[config.mk]
export PLATFORM = sky130hd
export DESIGN_NAME = sram_result_reader
export DESIGN_NICKNAME = d
export VERILOG_FILES = /design/src/rtl/sram_result_reader_pkg.sv /design/src/rtl/rr_skid_fifo.sv /design/src/rtl/sram_result_reader.sv
export SDC_FILE = /design/constraint.sdc
export NUM_CORES = 1
export LEC_CHECK = 0
export CORE_MARGIN = 4
export CORE_UTILIZATION = 55
export DETAILED_ROUTE_END_ITERATION = 8
export GPL_TIMING_DRIVEN = 1
export PLACE_DENSITY = 0.82
export SLEW_MARGIN = 15
export SYNTH_ARGS = -nofsm -noshare
export SYNTH_HDL_FRONTEND = slang
export SYNTH_SLANG_ARGS = --single-unit
[constraint.sdc]
create_clock -name Clk -period 6.22 [get_ports Clk]
set_clock_uncertainty 0.05 [all_clocks]
set_input_delay 1.555 -clock Clk [delete_from_list [all_inputs] [get_ports Clk]]
set_output_delay 1.555 -clock Clk [all_outputs]
set_load 0.005 [all_outputs]
[src/rtl/sram_result_reader_pkg.sv]
// rtl/sram_result_reader_pkg.sv - shared widths and FSM encoding for the result-memory reader
package sram_result_reader_pkg;
    localparam int A_INIT_WIDTH = 11;
    localparam int D_INIT_WIDTH = 32;
    localparam int FIFO_DEPTH   = 2;
    localparam int ENTRY_WIDTH  = A_INIT_WIDTH + D_INIT_WIDTH;
    localparam logic [A_INIT_WIDTH:0] MAX_LEN = (A_INIT_WIDTH+1)'(1) << A_INIT_WIDTH;

    typedef enum logic [1:0] {
        ST_IDLE  = 2'd0,
        ST_READ  = 2'd1,
        ST_DRAIN = 2'd2,
        ST_DONE  = 2'd3
    } rr_state_t;
endpackage

[src/rtl/rr_skid_fifo.sv]
// rtl/rr_skid_fifo.sv - two-entry {index, data} buffer absorbing the SRAM read latency
module rr_skid_fifo
    import sram_result_reader_pkg::*;
(
    input  logic                   clk,
    input  logic                   rst_n,
    input  logic                   push,
    input  logic [ENTRY_WIDTH-1:0] push_data,
    input  logic                   pop,
    output logic [ENTRY_WIDTH-1:0] pop_data,
    output logic                   full,
    output logic                   empty
);
    logic [ENTRY_WIDTH-1:0] mem [FIFO_DEPTH];
    logic                   wr_ptr;
    logic                   rd_ptr;
    logic [1:0]             count;

    assign pop_data = mem[rd_ptr];
    assign full     = (count == 2'd2);
    assign empty    = (count == 2'd0);

    always_ff @(posedge clk or negedge rst_n) begin
        if (!rst_n) begin
            mem[0] <= '0;
            mem[1] <= '0;
            wr_ptr <= 1'b0;
            rd_ptr <= 1'b0;
            count  <= 2'd0;
        end else begin
            if (push) begin
                mem[wr_ptr] <= push_data;
                wr_ptr      <= ~wr_ptr;
            end
            if (pop) begin
                rd_ptr <= ~rd_ptr;
            end
            count <= count + {1'b0, push} - {1'b0, pop};
        end
    end
endmodule

[src/rtl/sram_result_reader.sv]
// rtl/sram_result_reader.sv - sweeps result memory port B and streams {index, data} words
module sram_result_reader
    import sram_result_reader_pkg::*;
(
    input  logic                    Clk,
    input  logic                    Rst,
    input  logic                    Start,
    input  logic [A_INIT_WIDTH:0]   Length,
    output logic [A_INIT_WIDTH-1:0] Addr_B,
    output logic                    En_B,
    output logic                    We_B,
    input  logic [D_INIT_WIDTH-1:0] In_B,
    output logic [D_INIT_WIDTH-1:0] Data_Out,
    output logic [A_INIT_WIDTH-1:0] Index_Out,
    output logic                    Valid,
    input  logic                    Ready,
    output logic                    Busy,
    output logic                    Done
);
    rr_state_t               state;
    logic [A_INIT_WIDTH:0]   len_q;
    logic [A_INIT_WIDTH:0]   issue_cnt;
    logic [A_INIT_WIDTH-1:0] last_addr;
    logic [A_INIT_WIDTH-1:0] tag;
    logic                    inflight;
    logic                    full;
    logic                    empty;
    logic                    pop;
    logic                    issue;
    logic [1:0]              occ;
    logic [2:0]              credit_use;
    logic [A_INIT_WIDTH:0]   len_clamped;
    logic [ENTRY_WIDTH-1:0]  head;

    assign pop         = Valid && Ready;
    assign occ         = full ? 2'd2 : (empty ? 2'd0 : 2'd1);
    // A word popped this cycle frees its slot for a read issued this cycle.
    assign credit_use  = {1'b0, occ} + {2'b0, inflight} - {2'b0, pop};
    assign issue       = (state == ST_READ) && (credit_use < 3'(FIFO_DEPTH));
    assign len_clamped = (Length > MAX_LEN) ? MAX_LEN : Length;

    assign En_B      = issue;
    assign Addr_B    = issue ? issue_cnt[A_INIT_WIDTH-1:0] : last_addr;
    assign We_B      = 1'b0;
    assign Valid     = !empty;
    assign Index_Out = head[ENTRY_WIDTH-1:D_INIT_WIDTH];
    assign Data_Out  = head[D_INIT_WIDTH-1:0];

    rr_skid_fifo u_fifo (
        .clk       (Clk),
        .rst_n     (Rst),
        .push      (inflight),
        .push_data ({tag, In_B}),
        .pop       (pop),
        .pop_data  (head),
        .full      (full),
        .empty     (empty)
    );

    always_ff @(posedge Clk or negedge Rst) begin
        if (!Rst) begin
            state     <= ST_IDLE;
            len_q     <= '0;
            issue_cnt <= '0;
            last_addr <= '0;
            tag       <= '0;
            inflight  <= 1'b0;
            Busy      <= 1'b0;
            Done      <= 1'b0;
        end else begin
            inflight <= issue;
            if (issue) begin
                tag       <= issue_cnt[A_INIT_WIDTH-1:0];
                last_addr <= issue_cnt[A_INIT_WIDTH-1:0];
            end
            case (state)
                ST_IDLE: begin
                    Done <= 1'b0;
                    if (Start) begin
                        len_q     <= len_clamped;
                        issue_cnt <= '0;
                        if (len_clamped == '0) begin
                            state <= ST_DONE;
                            Done  <= 1'b1;
                        end else begin
                            state <= ST_READ;
                            Busy  <= 1'b1;
                        end
                    end
                end
                ST_READ: begin
                    if (issue) begin
                        issue_cnt <= issue_cnt + 1'b1;
                        if (issue_cnt + 1'b1 == len_q) begin
                            state <= ST_DRAIN;
                        end
                    end
                end
                ST_DRAIN: begin
                    // Finish as soon as the final word leaves the buffer.
                    if (!inflight && (occ == 2'd0 || (occ == 2'd1 && pop))) begin
                        state <= ST_DONE;
                        Busy  <= 1'b0;
                        Done  <= 1'b1;
                    end
                end
                ST_DONE: begin
                    state <= ST_IDLE;
                    Done  <= 1'b0;
                end
                default: state <= ST_IDLE;
            endcase
        end
    end
endmodule
==> metrics.yaml <==
outcome: "completed"
cts_resized: 0
wl_per_cell_um: 18.14
rr_worst_depth: 12
coreArea_um2: 11520
area_growth_pct: 27.04
vdd_drop_max_mv: 0.2675
rsz0062_at_grt: "false"
synth_warnings: 0
yosysTopAreaCellShare: 0.5427
grt_antenna_before_repair: 0
clk_pin_slew_ps: 60
grt_max_degree: 97
wirelength_um: 14220
cts_buffers: 17
met1_length_um: 6106
stdcell_count: 784
routed_via_density: 5.666
dr.pass1.iters: 4
finalMaxSlewViolations: 0
post-route-min-period_ps: 5917
maxCapViolCount: 0
place_inst: 752
synth_largest_area_cell: "dfrtp_1"
hold_viol: 0
finalCritPeriodShare: 0.9512
clk-insertion-delay-late_ps: 420
r2r-start: "u_fifo.count[0]"
drt_iter0_drc: 338
ant_nets: 0
synth_area_per_cell_um2: 12.27
fmax_mhz: 169.0
setup_viol: 0
die_h_um: 116.7
die_area_um2: 13620
grt_usage: 0.2222
layout-drive-gt1-share: 0.2761
synth_cells: 530
cts_sinks: 141
endpoint_kind: "output port"
top_level_ports: 107
drc: 0
ys_seq_elements: 141
path_max_fanout: 14
htreeDepth: 4
cts_setup_buffers: 0
relSlewSlack: 0.2500
gp_congestion: 0.8419
worstMarginPinSlew_ps: 1121
p_leak_nw: 3.725
wl_met2_um: 6973
diodes: 0
gr-total-overflow: 0
power_density_nw_per_um2: 520.5
syn_nets: 587
grt_pass1_wl_um: 23070
critical_path_class: "in2out"
cts_root_buf: "clkbuf_16"
io_buffer_count: 105
critical_path_required_ps: 4620
crit_arrival_ps: 4310
dieWidth_um: 116.7
netlist_area_um2: 6501
cts_buffer_depth: 2
wl_met3_um: 871
cts_tree: "done"
start_kind: "primary input"
synth_seq_area_share: 0.5427
hold_start: "last_addr[9]"
yosys-top-cells-area: "dfrtp_1 (54%), mux2_2 (23%), nand2_1 (4.1%)"
first_global_vias: 4738
top_layer: "met4"
dp_hpwl_um: 9639
cts_hold_buf: 0
num-nets-final: 685
hp-class: "reg2reg"
tns_ps: 0
cp-startpoint: "Ready"
num_vias: 4442
rows: 39
hold_depth: 2
initial_utilization: 0.5645
synth_cell_type_count: 44
-- cell usage in the layout, fill, tap and decap left out, types with 10 or more instances in the layout --
master,n
clkdlybuf4s50_1,104
nand2_1,70
clkbuf_16,17
a21oi_1,10
dfrtp_1,140
xor2_1,10
o21ai_0,22
xnor2_1,11
nor2_1,10
mux2_2,130
-- path summary, 6_finish.rpt --
path	slack, ps	end
worst max-delay path	300	Addr_B[0]
max in group asynchronous	3840	u_fifo.mem[0]
min in group asynchronous	1170	u_fifo.mem[51]
worst min-delay path	430	last_addr[9]
worst min register to register	430	last_addr[9]
worst max register to register	2860	issue_cnt[7]
-- critical path, cell delays in order --
cell and delay [ps]:
clkdlybuf4s50_1 410, and2_1 180, ha_1 210, xor2_1 160
ha_1 320, a21o_1 180, or2_2 290, inv_2 220
nand2_1 130, nand2_1 110, clkdlybuf4s50_1 510
-- cells in the mapped netlist (all sizes together) --
cell type,count
nor2,10
a2111oi,1
xnor2,11
o211ai,1
mux2i,6
nand2,71
and3,7
and2,1
clkbuf,14
nand4,3
or2,2
xor2,10
inv,10
nand3,9
dfrtp,141
nor4,4
buf,16
nand3b,1
a32o,1
a31oi,1
ha,9
o31a,1
nor2b,6
a22o,7
nor3,5
a21o,2
o2111ai,1
mux2,130
a21oi,10
nand2b,6
o41ai,3
o21ai,23
o22ai,1
o31ai,4
nor3b,1
conb,1
-- where the power goes --
part / leakage (nW) / internal [W] / total [W] / switching (W)
Combinational: 1.64 / 0.00102 / 0.00168 / 0.000663
Sequential: 1.77 / 0.00127 / 0.00156 / 0.000286
Clock: 0.314 / 0.000684 / 0.00106 / 0.000378
-- logic make-up (layout without fill, tap and decap cells) --
logic type | count (synthesis) | in the layout | synth area share
fa+ha+maj | 9 | 9 | 0.01732
xor+xnor | 21 | 21 | 0.02829
other cells | 1 | 1 | 0.0005768
flops | 141 | 141 | 0.5427
compound gates | 56 | 56 | 0.05639
simple gates | 126 | 126 | 0.09238
buf+inv | 40 | 151 | 0.02790
mux | 136 | 136 | 0.2344
-- area by class of cell --
cell class              instances  area, um2
well taps                     143      178.9
fillers                       813       3257
inverters                      10      37.54
repair buffers                109       1082
flip-flops and latches        141       3530
multi-input cells             349       2801
clock buffers                  23      498.0
clock inverters                 9      131.4
-- metal layers --
layer	GRT usage	up-vias
met1	0.2741	2211
met5	0	-
met4	0.08716	0
met2	0.3697	149
li1	-	2056
met3	0.06477	26
-- registers in the layout (all words and copies together), names as in the netlist --
register,cells
inflight,1
tag,11
len_q,12
Busy,1
u_fifo.mem,86
u_fifo.wr_ptr,1
issue_cnt,12
state,2
u_fifo.count,2
last_addr,11
u_fifo.rd_ptr,1
Done,1
-- metrics by stage --
stage	setup WS, ps	hold slack [ps]	utilization	total power [W]	cell area, um2
2_1_floorplan	1075	408.5	-	0.002508	6501
3_5_place_dp	278.0	407.8	0.6625	0.003258	7630
3_3_place_gp	380.5	406.3	0.6625	0.003166	7630
5_1_grt	87.55	449.1	0.7172	0.004568	8259
6_report	303.3	427.0	0.7172	0.004299	8259
4_1_cts	275.6	426.3	0.7172	0.004341	8259
Power figures use the tool's default switching activity.
